### config.mk
export PLATFORM = sky130hd
export DESIGN_NAME = apb_master_fsm
export DESIGN_NICKNAME = d
export VERILOG_FILES = /design/src/rtl/apb_master_fsm.sv
export SDC_FILE = /design/constraint.sdc
export NUM_CORES = 1
export LEC_CHECK = 0
export ABC_AREA = 1
export BUFFER_PORTS_ARGS = -buffer_cell sky130_fd_sc_hd__buf_2
export CORE_AREA = 2 2 133 135
export DETAILED_ROUTE_END_ITERATION = 10
export DIE_AREA = 0 0 135 137
export SYNTH_ARGS = -nofsm -noshare
export SYNTH_HDL_FRONTEND = slang
export SYNTH_SLANG_ARGS = --single-unit
### constraint.sdc
create_clock -name clk -period 3.1 [get_ports clk]
set_input_delay 0.62 -clock clk [delete_from_list [all_inputs] [get_ports clk]]
set_output_delay 0.62 -clock clk [all_outputs]
set_load 0.01 [all_outputs]
### src/rtl/apb_master_fsm.sv
// APB3 master sequencer: accepts one latched request per handshake, runs SETUP/ACCESS,
// handles wait states, slave errors and an optional access timeout, then pulses a response.
module apb_master_fsm #(
    parameter int AW     = 32,
    parameter int DW     = 32,
    parameter int TO_W   = 8,
    parameter int TO_MAX = 255
) (
    input  logic          clk,
    input  logic          rst,
    // Request handshake: a transfer is taken on a rising edge where req_valid & req_ready.
    // The upstream stage holds its request stable until that edge; req_ready only depends
    // on the state register and rst.
    input  logic          req_valid,
    output logic          req_ready,
    input  logic          req_write,
    input  logic [AW-1:0] req_addr,
    input  logic [DW-1:0] req_wdata,
    output logic [AW-1:0] paddr,
    output logic          psel,
    output logic          penable,
    output logic          pwrite,
    output logic [DW-1:0] pwdata,
    input  logic [DW-1:0] prdata,
    input  logic          pready,
    input  logic          pslverr,
    output logic          rsp_valid,
    output logic [DW-1:0] rsp_rdata,
    output logic          rsp_err,
    output logic          rsp_timeout,
    output logic [1:0]    fsm_state
);

    typedef enum logic [1:0] {
        IDLE   = 2'd0,
        SETUP  = 2'd1,
        ACCESS = 2'd2
    } state_t;

    localparam bit            TO_EN   = (TO_MAX != 0);
    localparam logic [TO_W-1:0] TO_LAST = (TO_MAX == 0) ? '0 : TO_W'(TO_MAX - 1);

    state_t          state, state_nx;
    logic [AW-1:0]   paddr_nx;
    logic            pwrite_nx;
    logic [DW-1:0]   pwdata_nx;
    logic            rsp_valid_nx;
    logic [DW-1:0]   rsp_rdata_nx;
    logic            rsp_err_nx;
    logic            rsp_timeout_nx;
    logic [TO_W-1:0] to_cnt, to_cnt_nx;
    logic            hs;

    assign req_ready = (state == IDLE) & ~rst;
    assign hs        = req_valid & req_ready;
    assign psel      = (state != IDLE);
    assign penable   = (state == ACCESS);
    assign fsm_state = state;

    always_comb begin
        state_nx       = state;
        paddr_nx       = paddr;
        pwrite_nx      = pwrite;
        pwdata_nx      = pwdata;
        rsp_valid_nx   = 1'b0;
        rsp_rdata_nx   = rsp_rdata;
        rsp_err_nx     = rsp_err;
        rsp_timeout_nx = rsp_timeout;
        to_cnt_nx      = to_cnt;
        case (state)
            IDLE: begin
                if (hs) begin
                    paddr_nx  = req_addr;
                    pwrite_nx = req_write;
                    pwdata_nx = req_write ? req_wdata : '0;
                    state_nx  = SETUP;
                end
            end
            SETUP: begin
                to_cnt_nx = '0;
                state_nx  = ACCESS;
            end
            ACCESS: begin
                // pready takes priority over a timeout landing in the same cycle
                if (pready) begin
                    rsp_valid_nx   = 1'b1;
                    rsp_rdata_nx   = pwrite ? '0 : prdata;
                    rsp_err_nx     = pslverr;
                    rsp_timeout_nx = 1'b0;
                    state_nx       = IDLE;
                end else if (TO_EN && (to_cnt == TO_LAST)) begin
                    rsp_valid_nx   = 1'b1;
                    rsp_rdata_nx   = '0;
                    rsp_err_nx     = 1'b1;
                    rsp_timeout_nx = 1'b1;
                    state_nx       = IDLE;
                end else begin
                    to_cnt_nx = to_cnt + TO_W'(1);
                end
            end
            default: state_nx = IDLE;
        endcase
    end

    always_ff @(posedge clk) begin
        if (rst) begin
            state       <= IDLE;
            paddr       <= '0;
            pwrite      <= 1'b0;
            pwdata      <= '0;
            rsp_valid   <= 1'b0;
            rsp_rdata   <= '0;
            rsp_err     <= 1'b0;
            rsp_timeout <= 1'b0;
            to_cnt      <= '0;
        end else begin
            state       <= state_nx;
            paddr       <= paddr_nx;
            pwrite      <= pwrite_nx;
            pwdata      <= pwdata_nx;
            rsp_valid   <= rsp_valid_nx;
            rsp_rdata   <= rsp_rdata_nx;
            rsp_err     <= rsp_err_nx;
            rsp_timeout <= rsp_timeout_nx;
            to_cnt      <= to_cnt_nx;
        end
    end

endmodule

==> impl_metrics.ini, run 1 <==
[run_status]
status = complete, no violations

[job]
cap_violations = 0

[min_path]
min_path_type = in2reg

[die]
core_region_area_mm2 = 0.0171
num_rows = 48
die_x_um = 135
io_pins = 207
die_height_um = 137
start_util = 0.246
die_area_mm2 = 0.0185

[place]
place_congestion = 0.797
dp_hpwl_um = 8320
port_buffers = 206

[logic_synthesis]
synth_top_cells_by_area = dfxtp_1 (52%), nand2_1 (19%), nand3_1 (7.0%)
syn-instance-count = 551
syn_avg_cell_area_um2 = 7.62
synth.cell_area_mm2 = 0.00420
synth-seq-area-share = 0.524
ys_seq_elements = 110
syn_nets = 658
yosys.area.top_type = dfxtp_1
yosysUniqueCellTypes = 22
synth_top_cell_area_share = 0.524
yosysWarnings = 0

[timing]
maxSlewHeadroom = 0.532
fin_hold_ws_ps = 451
tns_ps = 0
min_period_over_period = 0.667
hold_viol = 0
finalClockSkew_ps = 9.17
drv_slew = 0
max_freq_ghz = 0.484
setup_viol = 0
worstMarginPinSlew_ps = 701
rsz0062_at_grt = false
finalCriticalPeriod_ps = 2070

[power]
power_mw = 3.05
switching_share = 0.263
ir_drop_mv = 0.243
intPower_mw = 2.25
comb_power_share = 0.110
switching_power_mw = 0.802
p_seq_frac = 0.492
powerDensity_mw_per_mm2 = 539
pwr-share-clk = 0.398
power.leakage_nw = 2.78

[route]
wl_per_cell_um = 12.3
drc_errors = 0
drt_first_pass_iters = 4
via_per_inst = 4.20
vias = 4065
ant_nets = 0
routed_wl_um = 11900
drtIter0Drc = 223

[global_route]
first_global_vias = 3690
grt_pass1_wl_um = 18800
grt_max_degree = 66
grt_antenna_before_repair = 0
gr-total-overflow = 0
track_usage = 0.128

[worst_setup_path]
critPathLaunchType = flip-flop
cp.arrival_ps = 2360
reg2reg_to = fsm_state[0]
crit_type = reg2reg
crit_end = fsm_state[0]
worstSetupStartpoint = fsm_state[0]
end_kind = flip-flop
rrSetupSlack_ps = 1030
r2r-start = fsm_state[0]
worstPathRequired_ps = 3390
ff2ff_path_depth = 10
worstPathMaxFanout = 65

[finish]
drive_gt1_frac = 0.321
nets = 846
antennaDiodeCount = 0
synthToLayoutAreaGrowth_pct = 34.8

[clock_tree]
cts_tree = built
cts-htree-levels = 3
cts_resized = 0
clk_pin_slew_ps = 80
cts_buffers = 9
clock-sinks = 110
clk_latency_ps = 360
cts_setup_buffers = 0
cts_root_buf = clkbuf_16
hold_buffers = 0
cts_buffer_depth = 2
[synthesized netlist by cell type, drive strengths merged]
cell      n
o211ai    1
nor3      1
dfxtp   110
buf      26
clkbuf    8
nand2   212
nand4     5
a21oi    50
o21ai    24
nor2     23
nand3    61
ha        5
inv      25
[power groups by stage]
| stage | logic [mW] | registers [mW] | clock network [mW] |
|---|---|---|---|
| 5_1_grt | 0.377 | 1.51 | 1.31 |
| 2_1_floorplan | 0.158 | 1.56 | 0 |
| 6_report | 0.335 | 1.50 | 1.22 |
| 3_3_place_gp | 0.338 | 1.54 | 0 |
| 4_1_cts | 0.342 | 1.50 | 1.27 |
| 3_5_place_dp | 0.341 | 1.54 | 0 |
[kinds of logic (layout without fill, tap and decap cells)]
group	count (synthesis)	after routing	synth area share
AND/OR/NAND/NOR	302	302	0.302
AO/OA/AOI/OAI	75	75	0.0900
buffers and inverters	59	252	0.0688
flip-flops	110	110	0.524
adder cells (fa/ha/maj)	5	5	0.0149
[per-layer routing]
metal  routed length (um)  GRT usage  part of all wire
met4                  203     0.0573             0.017
met3                  798     0.0370             0.067
met5                    0          0                 0
met2                 5610      0.204              0.47
met1                 5330      0.160              0.45
[through the flow]
| step | setup WS (ps) | cells | instance area (um2) | util |
|---|---|---|---|---|
| after floorplan | 1480 | 551 | 4200 | - |
| after global placement | 854 | 953 | 5360 | 0.314 |
| after detailed placement | 813 | 953 | 5360 | 0.314 |
| after CTS | 1010 | 969 | 5660 | 0.332 |
| after global routing | 852 | 969 | 5660 | 0.332 |
| final | 1030 | 969 | 5660 | 0.332 |
[placed cells by master (no fill, tap or decap), drive strengths merged]
cell      Yosys  final
nand2       212    212
buf          26    211
dfxtp       110    110
nand3        61     61
a21oi        50     50
inv          25     29
o21ai        24     24
nor2         23     23
clkbuf        8     10
nand4         5      5
ha            5      5
nor3          1      1
o211ai        1      1
bufinv        0      1
clkinvlp      0      1
[sequential cells by signal (all words and copies together) (netlist names)]
name         count
paddr           32
pwdata          32
rsp_rdata       32
to_cnt           8
fsm_state        2
pwrite           1
rsp_err          1
rsp_timeout      1
rsp_valid        1
[critical path: stages (launching register included)]
cell,delay [ps]
dfxtp_1,370
inv_1,80
ha_1,230
inv_1,130
nor2_2,60
nand2_2,120
buf_4,560
nand2_1,140
nand2_1,130
nand2_1,60
a21oi_1,110
[how the worst min path moves through the flow]
stage                       start       endpoint  slack (ps)  cells past startpoint
global placement    rsp_rdata[30]  rsp_rdata[30]         450                      2
floorplan           rsp_rdata[23]  rsp_rdata[23]         480                      2
CTS                  req_addr[13]      paddr[13]         440                      3
global route         req_addr[16]      paddr[16]         440                      3
detailed placement      paddr[20]      paddr[20]         450                      2
finish               req_addr[13]      paddr[13]         450                      3
[cell type report]
cell class	instances	area, um2
clock buffer	10	229
clock inverter	6	77.6
fill	1907	11400
inverter	25	93.8
multi-input combinational	382	1710
sequential	110	2200
tap	225	282
timing repair buffer	211	1070
Note: power is estimated with default switching activity, not from simulation.
==> run 2: changes to the inputs <==
- ABC_AREA: 1 -> 0
- CORE_AREA: 2 2 133 135 -> 2 2 131 133
- DIE_AREA: 0 0 135 137 -> 0 0 133 135
- clock period: 3.1 -> 2.1 ns (I/O delays scaled with it)
==> impl_metrics.ini, run 2 <==
[finish]
mostFrequentLayoutCells = buf_2 (206), dfxtp_1 (110), nand2_1 (75)
layout_commonest_cell = buf_2
antennaDiodeCount = 0
instances_no_fill = 870
reg_top3 = paddr: 32 flops, pwdata: 32 flops, rsp_rdata: 32 flops
nets = 753
drive_gt1_frac = 0.369
synthToLayoutAreaGrowth_pct = 39.6

[min_path]
min_path_type = in2reg
min_from = req_addr[30]
holdPathEnd = paddr[30]
hold_depth = 3

[clock_tree]
hold_buffers = 0
cts_buffers = 9
cts_setup_buffers = 0
cts_root_buf = clkbuf_16
cts_buffer_depth = 2
clk_latency_ps = 350
cts_resized = 0
cts-htree-levels = 3
clock-sinks = 110
cts_tree = built
clk_pin_slew_ps = 70

[logic_synthesis]
synth_most_common_cell = dfxtp_1
syn_avg_cell_area_um2 = 9.00
synth_top_cell_area_share = 0.543
synth-edff-count = 0
ys_seq_elements = 110
yosys.area.top_type = dfxtp_1
synth_commonest_cells = dfxtp_1 (110), nand2_1 (75), nand2b_1 (40), a21oi_1 (38), nand3_1 (36)
synth.cell_area_mm2 = 0.00406
yosysWarnings = 0
synth_top_cells_by_area = dfxtp_1 (54%), nand2_1 (6.9%), a22o_1 (6.9%)
synth-seq-area-share = 0.543
syn-instance-count = 451
async_flop_share = 0
ys.flop_type = dfxtp_1
yosysUniqueCellTypes = 35
syn_nets = 558

[worst_setup_path]
crit_type = reg2reg
worstPathRequired_ps = 2370
ff2ff_path_depth = 6
end_kind = flip-flop
cp_slowest_cell = or4b_1
crit_chain = inv_1, ha_1, and3_4, a21o_1, or4b_1, a31oi_1
path_delay_family = simple AND/OR/NAND/NOR gates
critPathLaunchType = flip-flop
r2r-start = to_cnt[0]
critPathBufInv = 1
cp.arrival_ps = 2160
worstPathMaxFanout = 11
rrSetupSlack_ps = 210
reg2reg_to = to_cnt[6]
slowest_delay_ps = 540

[power]
ir_drop_mv = 0.340
power_mw = 4.56
powerDensity_mw_per_mm2 = 805
power.leakage_nw = 2.56

[place]
dp_hpwl_um = 8010
place_congestion = 0.751
port_buffers = 206
place_ws_ps = 221
place_inst = 855

[global_route]
grt_antenna_before_repair = 0
grt_pass1_wl_um = 17900
first_global_vias = 3503
use_met2 = 0.185
use_met3 = 0.0499
gr-total-overflow = 0
track_usage = 0.126
grt_max_degree = 51
gr-usage-met1 = 0.166
grt-busiest-layer = met2

[timing]
tns_ps = 0
drv_slew = 0
finalCriticalPeriod_ps = 1890
rsz0062_at_grt = false
maxSlewHeadroom = 0.599
setup_viol = 0
min_period_over_period = 0.898
fin_ws_ps = 213
finalClockSkew_ps = 7.11
worstMarginPinSlew_ps = 601
hold_viol = 0
max_freq_ghz = 0.530

[route]
routed_wl_um = 11400
via_per_inst = 4.35
drt_first_pass_iters = 4
ant_nets = 0
drtIter0Drc = 127
drc_errors = 0
wl_per_cell_um = 13.1
vias = 3788

[job]
cap_violations = 0

[die]
num_rows = 47
core_region_area_mm2 = 0.0164
die_height_um = 135
io_pins = 207
start_util = 0.247
die_area_mm2 = 0.0180
die_x_um = 133

[run_status]
status = complete, no violations
-- run 2: changes by cell type after synthesis, moves of 11 or more --
cell      before  now
a21oi_1       50   38
a22o_1         0   32
clkbuf_1       8   25
inv_1         23    6
nand2_1      208   75
nand2b_1       0   40
nand3_1       59   36
nor2_1        19    8
o21ai_0        5   33
o21ai_1       19    0
-- run 2: cells by family (layout without fill, tap and decap cells) --
family | count (synthesis) | count (layout) | share of synthesized area
compound gates | 122 | 122 | 0.192
mux | 1 | 1 | 0.00247
fa+ha+maj | 5 | 5 | 0.0154
flops | 110 | 110 | 0.543
buf+inv | 42 | 241 | 0.0435
simple gates | 171 | 171 | 0.204
-- run 2: cell type report --
type                            instances  area (um2)
Fill cell                            1738       10700
Sequential cell                       110        2200
Multi-Input combinational cell        299        1690
Timing Repair Buffer                  220        1170
Tap cell                              220         275
Clock buffer                           10         229
Clock inverter                          5        75.1
Inverter                                6        22.5
-- run 2: power breakdown --
| part | switching, mW | total, mW | internal (mW) |
|---|---|---|---|
| registers | 0.0468 | 2.23 | 2.18 |
| clock network | 0.746 | 1.78 | 1.03 |
| logic | 0.307 | 0.553 | 0.246 |
-- run 2: worst max path at each step --
| stage | from | end | slack, ps | cells past startpoint |
|---|---|---|---|---|
| 2_1_floorplan | fsm_state[0] | to_cnt[0] | 280 | 7 |
| 3_3_place_gp | to_cnt[0] | to_cnt[6] | 240 | 6 |
| 3_5_place_dp | to_cnt[0] | to_cnt[6] | 220 | 6 |
| 4_1_cts | to_cnt[0] | to_cnt[6] | 220 | 6 |
| 5_1_grt | to_cnt[0] | to_cnt[6] | 50 | 6 |
| 6_report | to_cnt[0] | to_cnt[6] | 210 | 6 |
-- run 2: worst min-delay path: cells and delay by family --
family                 cells  cell delay, ps
AND/OR/NAND/NOR            1              30
AO/OA/AOI/OAI              1              50
buffers and inverters      1              70
-- run 2: per-layer routing --
layer	vias to the layer above	wire, um
met2	166	4820
met4	0	136
li1	1947	-
met3	8	1140
met1	1667	5260
met5	-	0
-- run 2: per-stage QoR --
stage / hold WS [ps] / utilization / instance area, um2
CTS: 246 / 0.345 / 5670
global placement: 436 / 0.327 / 5360
global route: 264 / 0.345 / 5670
finish: 266 / 0.345 / 5670
detailed placement: 441 / 0.327 / 5360
floorplan: 449 / - / 4060
==> run 3: changes to the inputs <==
- PLACE_DENSITY: not set -> 0.52
==> impl_metrics.ini, run 3 (synthesis gave the netlist of run 2 again) <==
[run_status]
status = complete, no violations

[route]
vias = 3861
routed_wl_um = 11500
drt_first_pass_iters = 4
drc_errors = 0
drtIter0Drc = 123
via_per_inst = 4.43
ant_nets = 0
wl_per_cell_um = 13.1

[clock_tree]
cts_setup_buffers = 0
cts_tree = built
hold_buffers = 0
cts_root_buf = clkbuf_16
cts_resized = 0
cts-htree-levels = 3
clk_pin_slew_ps = 70
clock-sinks = 110
cts_buffer_depth = 2
cts_buffers = 9
clk_latency_ps = 350

[finish]
mostFrequentLayoutCells = buf_2 (206), dfxtp_1 (110), nand2_1 (75)
layout_commonest_cell = buf_2
final_area_mm2 = 0.00566
nets = 754
synthToLayoutAreaGrowth_pct = 39.4
reg_top3 = paddr: 32 flops, pwdata: 32 flops, rsp_rdata: 32 flops
antennaDiodeCount = 0
drive_gt1_frac = 0.373
utilization = 0.345
fill_cells = 1694

[place]
dp_hpwl_um = 8360
place_ws_ps = 249
placed_area_mm2 = 0.00536
port_buffers = 206
place_congestion = 0.764

[die]
core_region_area_mm2 = 0.0164
die_height_um = 135
die_area_mm2 = 0.0180
num_rows = 47
die_x_um = 133
io_pins = 207
start_util = 0.247

[worst_setup_path]
cp.arrival_ps = 2140
end_kind = flip-flop
crit_type = reg2reg
worstPathRequired_ps = 2380
critPathLaunchType = flip-flop
worstPathMaxFanout = 8

[timing]
finalCriticalPeriod_ps = 1860
maxSlewHeadroom = 0.606
setup_viol = 0
max_freq_ghz = 0.538
worstMarginPinSlew_ps = 591
tns_ps = 0
min_period_over_period = 0.885
rsz0062_at_grt = false
drv_slew = 0
finalClockSkew_ps = 8.42
fin_ws_ps = 242
hold_viol = 0

[global_route]
track_usage = 0.126
grt_max_degree = 45
first_global_vias = 3692
grt_pass1_wl_um = 18100
gr-total-overflow = 0
grt_antenna_before_repair = 0

[power]
powerDensity_mw_per_mm2 = 795
ir_drop_mv = 0.343
power.leakage_nw = 2.54

[min_path]
min_path_type = in2reg

[job]
cap_violations = 0
run 3: changes by cell type in the layout (fill, tap and decap cells not counted), sizes merged:
cell      before  now
bufinv         2    1
clkinvlp       0    3
clkbuf        10    9
buf          220  221
run 3: final cells by class:
| cell class | count | area (um2) | share of cell area |
|---|---|---|---|
| Clock buffer | 9 | 225 | 0.0398 |
| Clock inverter | 7 | 75.1 | 0.0133 |
| Inverter | 6 | 22.5 | 0.00398 |
| Multi-Input combinational cell | 299 | 1690 | 0.299 |
| Sequential cell | 110 | 2200 | 0.389 |
| Tap cell | 220 | 275 | 0.0486 |
| Timing Repair Buffer | 221 | 1170 | 0.206 |
run 3: critical path, cell delays in order, from the launching register on:
cell	delay (ps)
dfxtp_1	400
inv_1	60
ha_1	190
and3_4	180
a21o_1	270
or4b_1	530
a31oi_1	160
run 3: routing by layer:
| metal | GRT usage | vias to the layer above | wire length, um |
|---|---|---|---|
| met4 | 0.0412 | 0 | 131 |
| met5 | 0 | - | 0 |
| met3 | 0.0484 | 7 | 1040 |
| li1 | - | 1938 | - |
| met1 | 0.151 | 1752 | 5090 |
| met2 | 0.209 | 164 | 5190 |
run 3: where the power goes:
group	total (mW)	internal, mW	switching [mW]
registers	2.23	2.18	0.0482
logic	0.553	0.246	0.307
clock network	1.71	0.927	0.787
total	4.50	3.35	1.14
run 3: worst paths after layout:
path                     start         end  slack, ps  cells after the start
setup reg to reg     to_cnt[0]   to_cnt[6]        240                      6
hold reg to reg     pwdata[11]  pwdata[11]        450                      2
setup / recovery     to_cnt[0]   to_cnt[6]        240                      6
hold / removal    req_addr[24]   paddr[24]        260                      3
run 3: stage by stage:
step | instances | total power, mW | hold slack, ps
4_1_cts | 872 | 4.59 | 240
5_1_grt | 872 | 4.74 | 257
6_report | 872 | 4.50 | 261
3_3_place_gp | 856 | 2.83 | 436
3_5_place_dp | 856 | 2.84 | 443
2_1_floorplan | 451 | 2.55 | 449
